## src/rtl/id_issue_param.sv

```systemverilog
// id_issue_param: operand-issue stage between predecode and execute.
// Holds one decoded instruction, resolves two source operands from NBYP
// bypass sources (index 0 = youngest) or the register file, and issues to
// execute on a valid/allow_in handshake. Resolved operands are latched while
// execute back-pressures, so a retiring bypass value is not lost.
// Ports:
//   clk, reset               clock, synchronous active-high reset
//   in_*                     upstream instruction + in_allow_in handshake
//   rf_raddr*/rf_rdata*      combinational register-file read
//   byp_addr/wen/dvalid/data packed bypass buses, NBYP sources
//   flush                    kill held instruction (and same-cycle offer)
//   out_*                    issue to execute + out_allow_in handshake
//   stall_cnt                saturating count of operand-stall cycles

// Per-operand resolver: disabled / x0 / captured / first bypass hit / RF.
module id_issue_opnd #(
  parameter int XLEN = 32,
  parameter int AW   = 5,
  parameter int NBYP = 3
) (
  input  logic                      en,
  input  logic [AW-1:0]             rs,
  input  logic                      cap,
  input  logic [XLEN-1:0]           hold,
  input  logic [NBYP-1:0][AW-1:0]   byp_addr,
  input  logic [NBYP-1:0]           byp_wen,
  input  logic [NBYP-1:0]           byp_dvalid,
  input  logic [NBYP-1:0][XLEN-1:0] byp_data,
  input  logic [XLEN-1:0]           rf_rdata,
  output logic                      ready,
  output logic [XLEN-1:0]           value
);
  logic hit;

  always_comb begin
    ready = 1'b1;
    value = '0;
    hit   = 1'b0;
    if (en && rs != '0) begin
      if (cap) begin
        value = hold;
      end else begin
        // Youngest matching source decides, even if an older one is final.
        for (int k = 0; k < NBYP; k++) begin
          if (!hit && byp_wen[k] && byp_addr[k] == rs) begin
            hit   = 1'b1;
            ready = byp_dvalid[k];
            value = byp_data[k];
          end
        end
        if (!hit) value = rf_rdata;
      end
    end
  end
endmodule

module id_issue_param #(
  parameter int XLEN = 32,
  parameter int NREG = 32,
  parameter int NBYP = 3,
  parameter int PW   = 96,
  localparam int AW  = $clog2(NREG)
) (
  input  logic                 clk,
  input  logic                 reset,
  input  logic                 in_valid,
  output logic                 in_allow_in,
  input  logic [AW-1:0]        in_rs1,
  input  logic [AW-1:0]        in_rs2,
  input  logic                 in_rs1_en,
  input  logic                 in_rs2_en,
  input  logic [AW-1:0]        in_rd,
  input  logic                 in_rd_en,
  input  logic [PW-1:0]        in_payload,
  output logic [AW-1:0]        rf_raddr1,
  output logic [AW-1:0]        rf_raddr2,
  input  logic [XLEN-1:0]      rf_rdata1,
  input  logic [XLEN-1:0]      rf_rdata2,
  input  logic [NBYP*AW-1:0]   byp_addr,
  input  logic [NBYP-1:0]      byp_wen,
  input  logic [NBYP-1:0]      byp_dvalid,
  input  logic [NBYP*XLEN-1:0] byp_data,
  input  logic                 flush,
  output logic                 out_valid,
  input  logic                 out_allow_in,
  output logic [XLEN-1:0]      out_src1,
  output logic [XLEN-1:0]      out_src2,
  output logic [AW-1:0]        out_rd,
  output logic                 out_rd_en,
  output logic [PW-1:0]        out_payload,
  output logic [31:0]          stall_cnt
);
  logic                      valid;
  logic [1:0][AW-1:0]        rs_q;
  logic [1:0]                en_q;
  logic [AW-1:0]             rd_q;
  logic                      rd_en_q;
  logic [PW-1:0]             payload_q;
  logic [1:0]                cap;
  logic [1:0][XLEN-1:0]      hold;
  logic [31:0]               stall_q;

  logic [NBYP-1:0][AW-1:0]   byp_addr_a;
  logic [NBYP-1:0][XLEN-1:0] byp_data_a;
  logic [1:0][XLEN-1:0]      rf_rdata_a;
  logic [1:0]                ready;
  logic [1:0][XLEN-1:0]      value;
  logic                      ready_go, fire, accept;

  assign byp_addr_a = byp_addr;
  assign byp_data_a = byp_data;
  assign rf_rdata_a = {rf_rdata2, rf_rdata1};

  for (genvar i = 0; i < 2; i++) begin : g_opnd
    id_issue_opnd #(.XLEN(XLEN), .AW(AW), .NBYP(NBYP)) u_opnd (
      .en        (en_q[i]),
      .rs        (rs_q[i]),
      .cap       (cap[i]),
      .hold      (hold[i]),
      .byp_addr  (byp_addr_a),
      .byp_wen   (byp_wen),
      .byp_dvalid(byp_dvalid),
      .byp_data  (byp_data_a),
      .rf_rdata  (rf_rdata_a[i]),
      .ready     (ready[i]),
      .value     (value[i])
    );
  end

  assign ready_go    = &ready;
  assign out_valid   = valid & ready_go;
  assign fire        = out_valid & out_allow_in;
  assign in_allow_in = ~valid | (ready_go & out_allow_in);
  assign accept      = in_valid & in_allow_in;

  assign rf_raddr1   = rs_q[0];
  assign rf_raddr2   = rs_q[1];
  assign out_src1    = value[0];
  assign out_src2    = value[1];
  assign out_rd      = rd_q;
  assign out_rd_en   = rd_en_q;
  assign out_payload = payload_q;
  assign stall_cnt   = stall_q;

  always_ff @(posedge clk) begin
    if (reset) begin
      valid     <= 1'b0;
      rs_q      <= '0;
      en_q      <= '0;
      rd_q      <= '0;
      rd_en_q   <= 1'b0;
      payload_q <= '0;
      cap       <= '0;
      hold      <= '0;
      stall_q   <= '0;
    end else begin
      // Only operand stalls count; back-pressure has ready_go = 1.
      if (valid && !ready_go && !flush && stall_q != 32'hFFFF_FFFF)
        stall_q <= stall_q + 32'd1;

      if (flush) begin
        valid <= 1'b0;
        cap   <= '0;
      end else if (accept) begin
        valid     <= 1'b1;
        cap       <= '0;
        rs_q      <= {in_rs2, in_rs1};
        en_q      <= {in_rs2_en, in_rs1_en};
        rd_q      <= in_rd;
        rd_en_q   <= in_rd_en;
        payload_q <= in_payload;
      end else if (fire) begin
        valid <= 1'b0;
        cap   <= '0;
      end else begin
        // Pin each operand the first cycle it resolves so a bypass that
        // moves on during back-pressure cannot change it.
        for (int i = 0; i < 2; i++) begin
          if (valid && ready[i] && !cap[i]) begin
            cap[i]  <= 1'b1;
            hold[i] <= value[i];
          end
        end
      end
    end
  end
endmodule

```

## config.mk

```make
export PLATFORM = sky130hd
export DESIGN_NAME = id_issue_param
export DESIGN_NICKNAME = d
export VERILOG_FILES = /design/src/rtl/id_issue_param.sv
export SDC_FILE = /design/constraint.sdc
export NUM_CORES = 1
export LEC_CHECK = 0
export ABC_AREA = 1
export CAP_MARGIN = 5
export CORE_AREA = 2 2 199 201
export CTS_CLUSTER_SIZE = 8
export DETAILED_ROUTE_END_ITERATION = 10
export DIE_AREA = 0 0 201 203
export DONT_BUFFER_PORTS = 1
export PLACE_DENSITY = 0.48
export SYNTH_ARGS = -nofsm -noshare
export SYNTH_HDL_FRONTEND = slang
export SYNTH_SLANG_ARGS = --single-unit
```

## constraint.sdc

```tcl
create_clock -name clk -period 1.9 [get_ports clk]
set_input_delay 0.19 -clock clk [delete_from_list [all_inputs] [get_ports clk]]
set_output_delay 0.19 -clock clk [all_outputs]
set_load 0.02 [all_outputs]
```

After elaboration in Yosys (flattened, before gate mapping)

Index checks and enable logic that the tools add are counted.

Flip-flop bits (word level): 213
Input port bits: 300
Output and inout port bits: 210

Add/sub/neg operators: 1
Eq/ne operators: 7
Muxes and demuxes: 42
Bitwise gates (word level): 9
Reduce and logical (&&, ||, !) cells: 36

Operators with widths:

| cell                    | number |
|---|---|
| $mux W32                | 12 |
| $add A32 B1 Y32 const B | 1 |
| $ne A32 B32 Y1 const B  | 1 |
| $eq A5 B5 Y1            | 6 |
| $mux W1                 | 30 |
| $logic_and A1 B1 Y1     | 19 |
| $reduce_bool A5 Y1      | 2 |
| $logic_not A1 Y1        | 8 |
| $reduce_and A4 Y1       | 2 |
| $and A1 B1 Y1           | 4 |
| $not A1 Y1              | 4 |
| $reduce_and A2 Y1       | 2 |
| $reduce_or A4 Y1        | 1 |
| $reduce_bool A2 Y1      | 1 |
| $reduce_or A2 Y1        | 1 |
| $or A1 B1 Y1            | 1 |

Longest topological paths before layout

Gate-level depths: netlist of run 1.

Depth after elaboration: 23
Gate-level depth with buffers: 18
Mapped depth without buffers: 17

Modules after synthesis

Synthesis of run 1 repeated with hierarchy kept, for this count alone.

Cells, all modules: 1,995
Area total of the unflattened synthesis: 12,315.6 sq um

By module, submodules not included:

| module         | times used | cells each | area an instance (sq um) | sequential area each (sq um) |
|---|---|---|---|---|
| id_issue_param | 1          | 1,121      | 8,399.3                  | 4,264.1 |
| id_issue_opnd  | 2          | 437        | 1,958.1                  | 0.0 |

Worst setup path before layout of run 1

OpenSTA, ideal clock, no wires.

Kind: reg-to-output
From: reg rs_q, in the netlist rf_raddr2[0]
To: out out_src2[31]
Data arrival time: 2.049 ns
Required time: 1.710 ns
Setup slack: -0.339 ns
Stages on the path, launching flop included: 16
Cells stage by stage: dfxtp_1 > inv_1 > nand2_1 > nand2_1 > nor2_1 > nand3_2 > buf_2 > nand2_2 > clkinv_1 > buf_2 > nand2_1 > o211ai_1 > o21ai_0 > nand2_1 > nand2_1 > inv_1

Cells in the longest elaborated chain, start to end: 20
Elaborated cells on any way between the ends: 27
Classes of those cells: eq/ne: 3; mux: 15; reduce/logical: 9

RTL lines:

| element                           | RTL line | text |
|---|---|---|
| start, declared                   | 94       | `logic [1:0][AW-1:0] rs_q;` |
| start signal, assigned            | 167      | `rs_q <= {in_rs2, in_rs1};` |
| $eq A5 B5 Y1                      | 45       | `if (!hit && byp_wen[k] && byp_addr[k] == rs) begin` |
| $logic_and A1 B1 Y1               | 45       |  |
| $mux W1                           | 45       |  |
| $mux W1                           | 40       | `if (cap) begin` |
| $mux W1                           | 39       | `if (en && rs != '0) begin` |
| $logic_not A1 Y1                  | 45       |  |
| $logic_and A1 B1 Y1 (2 in series) | 45       |  |
| $mux W1                           | 45       |  |
| (+2 left out)                     | -        |  |
| $logic_not A1 Y1                  | 45       |  |
| $logic_and A1 B1 Y1 (2 in series) | 45       |  |
| $mux W1                           | 45       |  |
| $mux W1                           | 40       |  |
| $mux W1                           | 39       |  |
| $mux W32                          | 51       | `if (!hit) value = rf_rdata;` |
| $mux W32                          | 40       |  |
| $mux W32 *                        | 39       |  |
| end, declared                     | 87       | `output logic [XLEN-1:0] out_src2,` |

Every way passes the cells marked *; elsewhere a longest branch is shown, timed or not. The select of a mux whose other input is x is not followed.

Worst setup path after layout of run 1

From: reg rs_q, in the netlist rf_raddr1[4]
To: out out_src1[18]

Cells in the longest elaborated chain, start to end: 20
Elaborated cells on any way between the ends: 27
Classes of those cells: eq/ne: 3; mux: 15; reduce/logical: 9

RTL lines:

| element                           | RTL line | text |
|---|---|---|
| $eq A5 B5 Y1                      | 45       |  |
| $logic_and A1 B1 Y1               | 45       |  |
| $mux W1                           | 45       |  |
| $mux W1                           | 40       |  |
| $mux W1                           | 39       |  |
| $logic_not A1 Y1                  | 45       |  |
| $logic_and A1 B1 Y1 (2 in series) | 45       |  |
| $mux W1                           | 45       |  |
| (+2 left out)                     | -        |  |
| $logic_not A1 Y1                  | 45       |  |
| $logic_and A1 B1 Y1 (2 in series) | 45       |  |
| $mux W1                           | 45       |  |
| $mux W1                           | 40       |  |
| $mux W1                           | 39       |  |
| $mux W32                          | 51       |  |
| $mux W32                          | 40       |  |
| $mux W32 *                        | 39       |  |
| end, declared                     | 86       | `output logic [XLEN-1:0] out_src1,` |

Marked as above.

==> results of run 1 <==
[layout make-up]
type,instances,area [sq um],share of cell area
multi-input cells,1479,8360,0.446
inverters,194,943,0.0503
repair inverters,2,21.3,0.00113
repair buffers,307,3670,0.196
flip-flops and latches,213,4310,0.230
well taps,518,648,0.0345
diodes,1,2.50,0.000133
clock buffers,38,802,0.0427
[cell usage after synthesis, types with 2 or more instances]
cell / instances
nand2_1: 531
nor2_1: 259
a21oi_1: 249
nand3_1: 220
dfxtp_1: 213
inv_1: 177
o21ai_0: 70
clkbuf_1: 64
buf_2: 40
o22ai_1: 27
nand4_1: 20
nor3_1: 18
buf_4: 16
o211ai_1: 15
xor2_1: 15
inv_2: 13
or2_2: 13
buf_1: 10
nor4_1: 9
o2111ai_1: 6
nor2_2: 5
clkinv_1: 4
nand2_2: 4
nand3b_1: 4
nand3_2: 2
nand3_4: 2
xnor2_1: 2
[path summary, 6_finish.rpt]
| path | slack, ns | end | start |
|---|---|---|---|
| setup / recovery | -0.85 | out_src1[18] | rf_raddr1[4] |
| hold / removal | -0.29 | out_payload[76] | reset |
| setup reg to reg | -0.63 | hold[15] | rf_raddr1[4] |
| hold reg to reg | 0.47 | hold[59] | hold[59] |
[cell families (layout without fill, tap and decap cells)]
logic type                 count (synthesis)  count (layout)  share of synthesized area
buffers and inverters                    325             541                      0.109
adders and majority gates                  1               1                    0.00102
DFF                                      213             213                      0.346
AOI/OAI and AO/OA                        368             368                      0.157
xor gates and xnor gates                  17              17                     0.0121
and+or+nand+nor                         1092            1093                      0.375
other                                      0               1                          0
[layer usage]
layer  part of all wire  wire (um)
met1               0.38      25000
met2               0.50      32400
met3              0.076       4930
met4              0.041       2640
met5            0.00020         13
[cell usage in the layout (no fill, tap or decap), types with 16 or more instances in the layout]
| master | netlist | final |
|---|---|---|
| buf_6 | 1 | 50 |
| nor2_2 | 5 | 20 |
| buf_12 | 0 | 43 |
| nand3_2 | 2 | 20 |
| o21ai_2 | 0 | 18 |
| buf_4 | 16 | 172 |
| nand2_4 | 0 | 22 |
| a21oi_1 | 249 | 191 |
| dfxtp_1 | 213 | 193 |
| nor2_1 | 259 | 216 |
| nand4_1 | 20 | 20 |
| nand3_1 | 220 | 199 |
| inv_1 | 177 | 108 |
| a21oi_2 | 0 | 43 |
| inv_2 | 13 | 17 |
| buf_16 | 0 | 17 |
| inv_4 | 0 | 61 |
| nand2_2 | 4 | 114 |
| clkbuf_16 | 0 | 43 |
| o21ai_0 | 70 | 33 |
| nand2_1 | 531 | 395 |
| nor2_4 | 0 | 28 |
| nor3_1 | 18 | 16 |
[power by group]
group	internal (mW)	switching [mW]	total, mW
combinational	0.804	1.06	1.87
clock	2.87	2.00	4.87
sequential	4.61	0.243	4.86
[sequential cells by signal (all words and copies together) (netlist names)]
register and cells:
valid 1, out_rd 5, out_payload 96, rf_raddr2 5
en_q 2, out_rd_en 1, rf_raddr1 5, hold 64
stall_cnt 32, cap 2
[timing repair]
action / CTS / global route
resized for setup: 444 / 257
pin swaps: 81 / 127
setup buffers: 58 / 42
gates cloned: 19 / 15
endpoints found under the setup margin: 279 / 279
endpoints found under the hold margin: 142 / 133
[critical path, delay by kind of cell (launching register included)]
kind                   cells  cell delay (ns)
buffers and inverters      7             0.76
DFF                        1             0.38
and+or+nand+nor            9             0.84
[stage by stage]
| stage | worst slack (ns) | power [mW] | instances |
|---|---|---|---|
| 2_1_floorplan | -0.114 | 5.82 | 2016 |
| 3_3_place_gp | -0.471 | 6.22 | 2590 |
| 3_5_place_dp | -0.439 | 6.23 | 2590 |
| 4_1_cts | -0.820 | 11.5 | 2703 |
| 5_1_grt | -0.958 | 12.0 | 2752 |
| 6_report | -0.848 | 11.6 | 2752 |
==> flow_metrics.tcl, run 1 <==
set metrics [dict create \
    status "finished with violations" \
    failed_checks "negative hold slack, negative setup slack" \
    grt_usage 0.293 \
    initial_core_util 0.320 \
    max_cap_violations 0 \
    final_util 0.488 \
    grt_pass1_wl_mm 91.5 \
    whs_path_depth 1 \
    crit_top_cell "buf_12" \
    yosysTopAreaCell "dfxtp_1" \
    yosysWarnings 0 \
    syn_nets 2317 \
    whs_ns -0.290 \
    synth_edf_count 0 \
    grt_overflow 0 \
    synth_area_per_cell_sq_um 6.11 \
    rsz0062_at_grt "yes" \
    ys_ff_latch 213 \
    netlist_area_sq_mm 0.0123 \
    cts_max_level 1 \
    finalMaxSlewViolations 0 \
    p_leak_nw 8.22 \
    avgRoutedWirePerCell_um 23.6 \
    synth_area_leaders "dfxtp_1, nand2_1, a21oi_1" \
    core_region_area_sq_mm 0.0385 \
    r2r.worst_path.cells 22 \
    use_met3 0.0665 \
    die_h_um 203 \
    rows 72 \
    drc_errors 0 \
    gp_congestion 0.989 \
    first_global_vias 14271 \
    cpPeakStageDelay_ns 0.38 \
    tritoncts "done" \
    cp_slowest_cell "dfxtp_4" \
    peakVddDrop_uv 491 \
    drt_pass1_iterations 5 \
    slew_headroom 0.665 \
    grt_util_met1 0.337 \
    fin_area_sq_mm 0.0188 \
    die_area_sq_mm 0.0408 \
    nets 2528 \
    hpwlAfterDp_mm 45.2 \
    cts_buffer_depth 3 \
    via_per_inst 5.35 \
    end_kind "output port" \
    grt_use_met2 0.531 \
    clkLatencyLatePin_ns 0.56 \
    die_w_um 201 \
    setup_viol 279 \
    worst_pin_slew_ns 0.498 \
    layout-drive-gt1-share 0.349 \
    cp.required_ns 1.71 \
    fillers 3893 \
    wl_mm 65.0 \
    min_period_ns 2.75 \
    start_kind "register" \
    port_buffers 0 \
    ant_nets 0 \
    crit_chain "inv_4, nand2_2, nand2_4, nor2_4, nand3_2, buf_6, nand3_4, buf_12, buf_12, clkinv_8, buf_12, nand2_4, nand3b_1, nand2_1, nand2_2, inv_4" \
    ys_async_sr_fraction 0 \
    synthCells 2016 \
    p_per_area_mw_per_mm2 618 \
    antenna_found_initial 2 \
    period_share 1.45 \
    hold_violations 133 \
    crit_type "reg -> out" \
    clkTransAtPathRegs_ns 0.05 \
    root_buffer "clkbuf_16" \
    layout_setup_ws_ns -0.848 \
    finClkSkew_ns 0.0117 \
    synth_ff_type "dfxtp_1" \
    hp-class "in -> reg" \
    grt_start_max_net_pins 135 \
    cts_made_buffers 30 \
    setup_tns_ns -162.96 \
    num_vias 14718 \
    crit_fanout 8 \
    postCtsHoldBufs 5 \
    synthDistinctLibCells 35 \
    drt-initial-drc-count 935 \
    cp.arrival_ns 2.56 \
    synth_top_area_frac 0.346 \
    cts.sinks 213 \
    io_pins 510 \
    post_dp_cell_area_sq_mm 0.0142 \
    yosysSeqAreaShare 0.346 \
    fmax_mhz 364 \
    grt-busiest-layer "met2" \
    syn2layout_area_growth_pct 52.3 \
]
Power figures use the tool's default switching activity.
==> inputs of run 2 (changes only) <==
CAP_MARGIN = not set   (was 5)
SLEW_MARGIN = 25   (was not set)
==> results of run 2 <==
No change in the layout: final DEF, timing and power equal those of run 1.
==> inputs of run 3 (changes only) <==
CAP_MARGIN = 20   (was not set)
==> results of run 3 <==
No change in the layout: final DEF, timing and power equal those of run 1.
